===== src/rtl/noc_flit_pkg.sv =====
// rtl/noc_flit_pkg.sv - shared flit encodings, reserved-byte rule and transmit state enum
package noc_flit_pkg;

  localparam logic [5:0] HEAD_TAG   = 6'b101111;
  localparam logic [7:0] FLIT_IDLE  = 8'h00;
  localparam logic [7:0] FLIT_TAIL  = 8'hFF;
  localparam logic [7:0] FLIT_SUBST = 8'h01;

  typedef enum logic [2:0] {
    IDLE      = 3'd0,
    WAIT_FREE = 3'd1,
    HEAD      = 3'd2,
    BODY      = 3'd3,
    TAIL      = 3'd4,
    GAP       = 3'd5
  } tx_state_e;

  // Bytes that would alias idle, tail or any head flit on the line
  function automatic logic is_reserved(input logic [7:0] b);
    return (b == FLIT_IDLE) || (b == FLIT_TAIL) || (b[7:2] == HEAD_TAG);
  endfunction

endpackage


===== src/rtl/ni_byte_fifo.sv =====
// rtl/ni_byte_fifo.sv - synchronous byte FIFO with show-ahead read data
module ni_byte_fifo #(
  parameter int DEPTH = 16
) (
  input  logic                     clk,
  input  logic                     rst,
  input  logic                     push,
  input  logic [7:0]               push_data,
  input  logic                     pop,
  output logic [7:0]               pop_data,
  output logic                     full,
  output logic                     empty,
  output logic [$clog2(DEPTH):0]   count
);

  localparam int PTR_W = $clog2(DEPTH);

  logic [7:0]       mem [DEPTH];
  logic [PTR_W-1:0] wr_ptr;
  logic [PTR_W-1:0] rd_ptr;
  logic             do_push;
  logic             do_pop;

  assign full     = (count == (PTR_W+1)'(DEPTH));
  assign empty    = (count == '0);
  assign do_push  = push && !full;
  assign do_pop   = pop && !empty;
  assign pop_data = mem[rd_ptr];

  // Storage array: written on accepted pushes only, no reset needed
  always_ff @(posedge clk) begin
    if (do_push) mem[wr_ptr] <= push_data;
  end

  // Pointers wrap naturally at the power-of-two depth; push+pop leaves count unchanged
  always_ff @(posedge clk or posedge rst) begin
    if (rst) begin
      wr_ptr <= '0;
      rd_ptr <= '0;
      count  <= '0;
    end else begin
      if (do_push) wr_ptr <= wr_ptr + 1'b1;
      if (do_pop)  rd_ptr <= rd_ptr + 1'b1;
      case ({do_push, do_pop})
        2'b10:   count <= count + 1'b1;
        2'b01:   count <= count - 1'b1;
        default: count <= count;
      endcase
    end
  end

endmodule


===== src/rtl/ni_flit_packetizer.sv =====
// rtl/ni_flit_packetizer.sv - NI transmit packetizer (optional NI_STATS_EN packet/flit counters)
module ni_flit_packetizer
  import noc_flit_pkg::*;
#(
  parameter int FIFO_DEPTH = 16,
  parameter int LEN_W      = 4,
  parameter int MIN_GAP    = 2
) (
  input  logic                        clk,
  input  logic                        rst,
  input  logic [1:0]                  current_node,
  input  logic                        wr_en,
  input  logic [7:0]                  wr_data,
  output logic                        fifo_full,
  output logic [$clog2(FIFO_DEPTH):0] fifo_count,
  input  logic                        tx_valid,
  input  logic [1:0]                  tx_dest,
  input  logic [LEN_W-1:0]            tx_len,
  output logic                        tx_ready,
  input  logic                        router_free,
  output logic [7:0]                  flit_out,
  output logic                        busy,
  output logic                        pkt_done,
  output logic                        err_illegal,
  output logic                        err_self
`ifdef NI_STATS_EN
  ,
  output logic [15:0]                 pkt_cnt,
  output logic [15:0]                 flit_cnt
`endif
);

  localparam int CNT_W = $clog2(FIFO_DEPTH) + 1;
  localparam int GAP_W = $clog2(MIN_GAP + 1);

  tx_state_e        state_q, state_d;
  logic [7:0]       flit_d;
  logic             pkt_done_d, err_illegal_d, err_self_d;
  logic [1:0]       dest_q, dest_d;
  logic [LEN_W-1:0] len_q, len_d;
  logic [LEN_W-1:0] rem_q, rem_d;
  logic [GAP_W-1:0] gap_q, gap_d;
  logic             pop_req;
  logic             fifo_empty;
  logic [7:0]       fifo_data;
  logic [7:0]       body_flit;
  logic             body_bad;

  ni_byte_fifo #(.DEPTH(FIFO_DEPTH)) u_fifo (
    .clk       (clk),
    .rst       (rst),
    .push      (wr_en),
    .push_data (wr_data),
    .pop       (pop_req && !fifo_empty),
    .pop_data  (fifo_data),
    .full      (fifo_full),
    .empty     (fifo_empty),
    .count     (fifo_count)
  );

  assign body_bad  = is_reserved(fifo_data);
  assign body_flit = body_bad ? FLIT_SUBST : fifo_data;
  assign busy      = (state_q != IDLE);
  assign tx_ready  = !rst && (state_q == IDLE) && (gap_q == '0) &&
                     (fifo_count >= CNT_W'(tx_len));

  // Next-state and next-output: the registered flit always matches the state being entered
  always_comb begin
    state_d       = state_q;
    flit_d        = FLIT_IDLE;
    pkt_done_d    = 1'b0;
    err_illegal_d = 1'b0;
    err_self_d    = 1'b0;
    dest_d        = dest_q;
    len_d         = len_q;
    rem_d         = rem_q;
    gap_d         = gap_q;
    pop_req       = 1'b0;
    case (state_q)
      IDLE: begin
        if (tx_valid && tx_ready) begin
          if (tx_dest == current_node) begin
            err_self_d = 1'b1;
          end else begin
            dest_d  = tx_dest;
            len_d   = tx_len;
            state_d = WAIT_FREE;
          end
        end
      end
      WAIT_FREE: begin
        if (router_free) begin
          state_d = HEAD;
          flit_d  = {HEAD_TAG, dest_q};
        end
      end
      HEAD, BODY: begin
        if ((state_q == HEAD) ? (len_q != '0) : (rem_q != '0)) begin
          state_d       = BODY;
          pop_req       = 1'b1;
          flit_d        = body_flit;
          err_illegal_d = body_bad;
          rem_d         = ((state_q == HEAD) ? len_q : rem_q) - 1'b1;
        end else begin
          state_d    = TAIL;
          flit_d     = FLIT_TAIL;
          pkt_done_d = 1'b1;
        end
      end
      TAIL: begin
        state_d = GAP;
        gap_d   = GAP_W'(MIN_GAP);
      end
      GAP: begin
        gap_d = gap_q - 1'b1;
        if (gap_q == GAP_W'(1)) state_d = IDLE;
      end
      default: state_d = IDLE;
    endcase
  end

  // State, latched command and registered line outputs; reset drops the line to idle at once
  always_ff @(posedge clk or posedge rst) begin
    if (rst) begin
      state_q     <= IDLE;
      flit_out    <= FLIT_IDLE;
      pkt_done    <= 1'b0;
      err_illegal <= 1'b0;
      err_self    <= 1'b0;
      dest_q      <= '0;
      len_q       <= '0;
      rem_q       <= '0;
      gap_q       <= '0;
    end else begin
      state_q     <= state_d;
      flit_out    <= flit_d;
      pkt_done    <= pkt_done_d;
      err_illegal <= err_illegal_d;
      err_self    <= err_self_d;
      dest_q      <= dest_d;
      len_q       <= len_d;
      rem_q       <= rem_d;
      gap_q       <= gap_d;
    end
  end

`ifdef NI_STATS_EN
  // Traffic counters: one packet per tail, one flit per head/body/tail cycle, free-running wrap
  always_ff @(posedge clk or posedge rst) begin
    if (rst) begin
      pkt_cnt  <= '0;
      flit_cnt <= '0;
    end else begin
      if (pkt_done_d) pkt_cnt <= pkt_cnt + 1'b1;
      if (state_d == HEAD || state_d == BODY || state_d == TAIL) flit_cnt <= flit_cnt + 1'b1;
    end
  end
`endif

endmodule

===== config.mk =====
export PLATFORM = sky130hd
export DESIGN_NAME = ni_flit_packetizer
export DESIGN_NICKNAME = d
export VERILOG_FILES = /design/src/rtl/noc_flit_pkg.sv /design/src/rtl/ni_byte_fifo.sv /design/src/rtl/ni_flit_packetizer.sv
export SDC_FILE = /design/constraint.sdc
export NUM_CORES = 1
export LEC_CHECK = 0
export BUFFER_PORTS_ARGS = -buffer_cell sky130_fd_sc_hd__clkbuf_2
export CORE_MARGIN = 10
export CORE_UTILIZATION = 42
export CTS_CLUSTER_DIAMETER = 50
export DETAILED_ROUTE_END_ITERATION = 16
export GPL_TIMING_DRIVEN = 0
export PLACE_DENSITY = 0.64
export SLEW_MARGIN = 10
export SYNTH_ARGS = -nofsm -noshare
export SYNTH_HDL_FRONTEND = slang
export SYNTH_HIERARCHICAL = 1
export SYNTH_SLANG_ARGS = --single-unit

===== constraint.sdc =====
create_clock -name clk -period 6.4 [get_ports clk]
set_clock_uncertainty 0.05 [all_clocks]
set_input_delay 0 -clock clk [delete_from_list [all_inputs] [get_ports clk]]
set_output_delay 0 -clock clk [all_outputs]
set_load 0.02 [all_outputs]

* Word-level counts from Yosys, hierarchy flattened *
Memory sizes are Yosys's and may differ from the RTL's.
Index checks and enable logic that the tools add are counted.

storage, ports and cells
  register bits after elaboration = 39
  memories = 1
  RAM bits = 128
  word-level logic and storage cells = 87
  output and inout port bits = 19

memory list
  name        depth  bits a word  rd ports  clocked after Yosys merged registers in  write ports  line                source
  u_fifo.mem  16     8            1         0                                        1            ni_byte_fifo.sv:18  logic [7:0] mem [DEPTH];

operators by class
  mux-type cells = 25
  order comparisons = 1
  add/subtract/negate cells = 6
  reductions and logical operators = 25
  equality and inequality tests = 16
  bitwise logic cells = 1

operators with widths
  operator                                                             number
  8-bit two-way mux                                                    3
  8-bit one-hot mux with 2 select lines                                1
  3-bit two-way mux                                                    5
  3-bit one-hot mux with 5 select lines                                1
  1-bit two-way mux                                                    12
  5-bit one-hot mux with 2 select lines                                1
  4-bit by 1-bit adder with 4-bit output (second input constant)       2
  8-bit == test (second input constant)                                1
  8-bit logical NOT                                                    1
  4-bit nonzero test                                                   2
  1-bit logical AND                                                    7
  3-bit by 2-bit == test with 1-bit output (second input constant)     2
  3-bit == test (second input constant)                                2
  6-bit == test (second input constant)                                1
  2-bit inequality test (second input constant)                        3
  5-bit by 1-bit adder with 5-bit output (second input constant)       1
  5-bit == test (second input constant)                                1
  5-bit by 4-bit greater-or-equal comparator with 1-bit output         1
  5-bit logical NOT                                                    1
  5-bit by 1-bit subtractor with 5-bit output (second input constant)  1
  2-bit by 1-bit == test with 1-bit output (second input constant)     2
  4-bit two-way mux                                                    1
  2-bit one-hot mux with 2 select lines                                1
  4-bit AND reduction                                                  1
  other kinds (16)                                                     20

* Longest topological paths before layout *
  depth after elaboration = 8
  mapped depth = 14

* Modules after synthesis *
The synthesis kept the hierarchy.

by module, submodules not included
  module              times used  cells an instance  area an instance (sq um)
  ni_byte_fifo        1           333                5789.3
  ni_flit_packetizer  1           137                1363.8

* Worst setup path after synthesis *
No wires, ideal clock.

  kind = register to register
  start point = register len_q[2]
  end point = register u_fifo.count[4]
  period minus slack after synthesis = 3.004 ns
  stages on the path, launching flop included = 14
  setup time = 0.132 ns
  arrival = 2.822 ns
  slack = 3.396 ns
  path buffers = 1
  cell sequence = dfrtp_1 > nor4_1 > mux2_2 > nand2b_1 > nor2_1 > nor2b_1 > buf_6 > ha_1 > ha_1 > nor2b_1 > o21ai_0 > a21oi_1 > or3b_1 > xnor2_1

between the ends
  longest elaborated chain between the ends = 8

ends and longest elaborated chain
  what                                                                         line                       source
  from (decl)                                                                  ni_flit_packetizer.sv:40   logic [LEN_W-1:0] len_q, len_d;
  from (signal assigned)                                                       ni_flit_packetizer.sv:141  len_q <= len_d;
  4-bit nonzero test *                                                         ni_flit_packetizer.sv:98   if ((state_q == HEAD) ? (len_q != '0) : (rem_q != '0)) begin
  1-bit two-way mux * (2 in series)                                            ni_flit_packetizer.sv:98
  1-bit two-way mux *                                                          ni_flit_packetizer.sv:79   case (state_q)
  1-bit logical AND *                                                          ni_flit_packetizer.sv:54   .pop (pop_req && !fifo_empty),
  1-bit logical AND *                                                          ni_byte_fifo.sv:27         assign do_pop = pop && !empty;
  named net u_fifo.do_pop                                                      ni_byte_fifo.sv:22         logic do_pop;
  2-bit by 1-bit == test with 1-bit output or 2-bit == test (tied branches)    ni_byte_fifo.sv:44         case ({do_push, do_pop})
  5-bit one-hot mux with 2 select lines or 2-bit nonzero test (tied branches)  n/a
  to (signal assigned)                                                         ni_byte_fifo.sv:45         2'b10: count <= count + 1'b1;
  to (signal assigned)                                                         ni_byte_fifo.sv:46         2'b01: count <= count - 1'b1;
  to (signal assigned)                                                         ni_byte_fifo.sv:47         default: count <= count;
  to (decl)                                                                    ni_byte_fifo.sv:13         output logic [$clog2(DEPTH):0] count

The timed path passes the listed nets; every way through them passes the cells marked *.
A chain may end at the register's enable or synchronous reset.

* Worst setup path after layout *
Same ends and word-level chain as after synthesis.

==> flow_summary.ini <==
[power]
p_per_area_nw_per_um2 = 451.7
vdd.ir_drop.worst_uv = 195.1
fin_total_pwr_uw = 3749
total_leakage_power_uw = 0.003124

[grt]
first_global_vias = 4144
total_global_routing_overflow = 0
largest_net_degree_at_the_start_of_global_routing = 27
gr-usage-all-layers_pct = 13.80
antenna_found_initial = 0
global_route_wire_length_before_repair_um = 23550

[final_layout]
n_antenna_cell = 0
ff_latch_area_um2 = 4820
combined_area_of_the_multi_input_logic_cells_um2 = 2135
layout-area-overhead-vs-synth_pct = 16.04
stdcell_count = 771
layout.filler_cells = 1372
final_net_count = 576
drive_gt1_share_pct = 22.14

[synthesis]
seq_area_frac_synth_pct = 67.38
synth_common_cells = 128 x sky130_fd_sc_hd__edfxtp_1, 39 x sky130_fd_sc_hd__dfrtp_1, 36 x sky130_fd_sc_hd__nand2_1
synth_edf_count = 128
synth_top_family_by_area = multiplexers
synth_area_leaders = sky130_fd_sc_hd__edfxtp_1 54%, sky130_fd_sc_hd__dfrtp_1 14%, sky130_fd_sc_hd__mux4_2 5.0%
synth-adder-area-share_pct = 3.079
mappedNetlistNets = 508
synthMostInstantiatedCell = sky130_fd_sc_hd__edfxtp_1
yosysUniqueCellTypes = 51
postSynthRegisterBits = 167
synthFlopType = sky130_fd_sc_hd__edfxtp_1
yosys_warnings = 6
cell_accounting_for_the_most_synthesized_area = sky130_fd_sc_hd__edfxtp_1
synthCells = 470
post_synth_instance_area_um2 = 7153
synth.area.mux_share_pct = 11.54
yosys.area_share.xor_xnor_pct = 1.469
synth-async-reset-ratio_pct = 23.35
area_share_of_the_largest_cell_type_after_synthesis_pct = 53.73
yosys.area_share.simple_pct = 6.804
synth_compound_area_share_pct = 6.734
synth_area_per_cell_um2 = 15.22

[sta]
rsz0062_at_grt = no
slew_viol_final = 0
fin_crit_sh_pct = 53.18
setup_viol = 0
fin_setup_tns_ns = 0
final.setup.worst_slack_ns = 2.997
worst_hold_slack_ns = -0.002948
final_period_minus_worst_setup_slack_ns = 3.403
timing_hold_violations_final = 8
relSlewSlack_pct = 18.74
worst_tran_pin_value_ns = 1.210
maxClockFrequency_mhz = 293.8

[setup_path]
timing.rr.end = u_fifo/count[4]
worst_path_largest_cell_delay_ns = 0.44
worstPathRequired_ns = 6.65
flop_to_flop_setup_slack_ns = 3.00
startpoint_of_the_lowest_slack_register_to_register_path = len_q[2]
cpMaxStageDelayCell = sky130_fd_sc_hd__nor4_1
critical_path.endpoint_type = flop
crit_chain = nor4_1, mux2_2, nand2b_1, nor2_1, nor2b_1, buf_6, ha_1, ha_1, nor2b_1, o21ai_0, a21oi_1, or3b_1, xnor2_1
reg2regPathDepth = 13
startpoint_to_endpoint_class_of_the_critical_path = flop to flop
cp_data_arrival_time_ns = 3.65
worst_setup_path_start_kind = flop
critical_path.max_fanout = 6

[clocking]
clkSinkCount = 167
max-clock-path-buffers = 2
clk-insertion-delay-late_ns = 0.42
cts-resized-gates = 0
path_clk_slew_ns = 0.07
tritoncts = built
cts_made_buffers = 17
clock-root-buffer = sky130_fd_sc_hd__clkbuf_16
htree_levels = 4

[floorplanning]
die_area_um2 = 22650
placement_rows = 47
core_area_um2 = 16640
die-width_um = 150.5
initial_core_util_pct = 42.98
die_height_um = 150.5
floorplan.io_pins = 40

[routing]
drc = 0
drt_pre_antenna_iters = 5
totalWireLength_um = 14850
wl_per_cell_um = 19.26
vias_after_detailed_routing = 4140
vias_per_cell = 5.370
drtAntennaViolNets = 0
drt-initial-drc-count = 332

[run]
maxCapViolCount = 0

[worst_hold_path]
min-delay-path-class = input pin to flop
min_delay_path_depth = 1
holdPathEnd = u_fifo/mem[11][2]
timing.hold.worst.start = wr_data[2]

[outcome]
outcome = complete, but fails checks
failing_checks = negative hold slack

[place]
finalWeightedCongestion = 0.8033
dp.final_hpwl_um = 10100
place_ws_ns = 3.089
io_buffer_count = 39
placed_cells_incl_taps = 729
==> cells by family after synthesis <==
kind of cell / after synthesis
xor+xnor: 12
mux: 60
simple gates: 95
flops: 167
fa+ha+maj: 17
compound gates: 80
buf+inv: 39
==> worst max path at each step <==
stage | from | endpoint | slack (ns) | depth (start not counted)
final | len_q[2] | u_fifo/count[4] | 3.00 | 13
after global routing | len_q[2] | u_fifo/count[4] | 2.72 | 13
after CTS | len_q[2] | u_fifo/count[4] | 3.02 | 13
after detailed placement | len_q[2] | u_fifo/count[4] | 3.09 | 13
after global placement | len_q[2] | u_fifo/count[4] | 3.07 | 13
after floorplan | len_q[2] | u_fifo/count[4] | 3.40 | 13
==> per-layer routing <==
layer / vias up / GRT usage (%) / wire, µm
li1: 1916 / - / -
met2: 127 / 22.69 / 7407
met3: 16 / 3.241 / 916
met5: - / 0 / 0
met1: 2081 / 17.48 / 6333
met4: 0 / 4.859 / 193
==> worst max-delay path: cells and delay by family, from the launching register on <==
family                   cells  cell delay (ns)
AND/OR/NAND/NOR              6             1.41
multiplexers                 1             0.29
XOR/XNOR                     1             0.13
adder cells (fa/ha/maj)      2             0.56
flip-flops                   1             0.42
AO/OA/AOI/OAI                2             0.29
buffers and inverters        1             0.13
==> flip-flops by register name, summed over array words and instances, names as in the netlist <==
| name | flops |
|---|---|
| dest_q | 2 |
| err_illegal | 1 |
| err_self | 1 |
| flit_out | 8 |
| gap_q | 2 |
| len_q | 4 |
| pkt_done | 1 |
| rem_q | 4 |
| state_q | 3 |
| u_fifo/count | 5 |
| u_fifo/mem | 128 |
| u_fifo/rd_ptr | 4 |
| u_fifo/wr_ptr | 4 |
==> cell type report <==
cell class	instances	area share [%]
Clock inverter	15	1.643
Sequential cell	167	58.06
Timing Repair Buffer	49	3.557
Inverter	19	0.8592
Clock buffer	17	5.125
Tap cell	220	3.316
Multi-Input combinational cell	264	25.72
Buffer	20	1.718
==> power by group <==
part / switching, µW / internal, µW
registers: 112 / 1360
clock network: 443 / 513
logic: 773 / 546
total: 1330 / 2420
==> through the flow <==
stage / util, % / hold WS (ns) / instance area [µm²]
finish: 49.88 / -0.002948 / 8300
global route: 49.88 / 0.007857 / 8300
CTS: 49.79 / 0.0009972 / 8285
detailed placement: 45.81 / 0.04521 / 7624
global placement: 45.81 / 0.02526 / 7624
floorplan: - / -0.1730 / 7153
==> layout by cell type, fill, tap and decap left out, types with 3 or more instances in the layout <==
master                            n
sky130_fd_sc_hd__nor4_1           3
sky130_fd_sc_hd__and2_1           3
sky130_fd_sc_hd__a221oi_1         8
sky130_fd_sc_hd__o21ai_0         33
sky130_fd_sc_hd__mux4_2          16
sky130_fd_sc_hd__xor2_1           5
sky130_fd_sc_hd__nand3_1          3
sky130_fd_sc_hd__inv_8            4
sky130_fd_sc_hd__nor2_1          18
sky130_fd_sc_hd__buf_2            5
sky130_fd_sc_hd__a22oi_1          9
sky130_fd_sc_hd__inv_1           19
sky130_fd_sc_hd__clkbuf_2        39
sky130_fd_sc_hd__clkbuf_16       17
sky130_fd_sc_hd__buf_6            6
sky130_fd_sc_hd__inv_6            4
sky130_fd_sc_hd__a21oi_1         20
sky130_fd_sc_hd__nor3_2           3
sky130_fd_sc_hd__xnor2_1          7
sky130_fd_sc_hd__nor2b_1          3
sky130_fd_sc_hd__mux2i_1         27
sky130_fd_sc_hd__ha_1            16
sky130_fd_sc_hd__nand2_1         36
sky130_fd_sc_hd__clkbuf_1         7
sky130_fd_sc_hd__dlygate4sd3_1   10
sky130_fd_sc_hd__nor3_1           4
sky130_fd_sc_hd__dfrtp_1         39
sky130_fd_sc_hd__edfxtp_1       128
sky130_fd_sc_hd__nand2b_1         5
sky130_fd_sc_hd__mux2_2          16
==> repair_timing <==
| action | 4_1_cts | 5_1_grt |
|---|---|---|
| buffers inserted | 0 | 0 |
| hold buffers | 10 | 0 |
| hold endpoints to repair | 65 | 0 |
No activity file was read; power rests on OpenSTA's default activity.
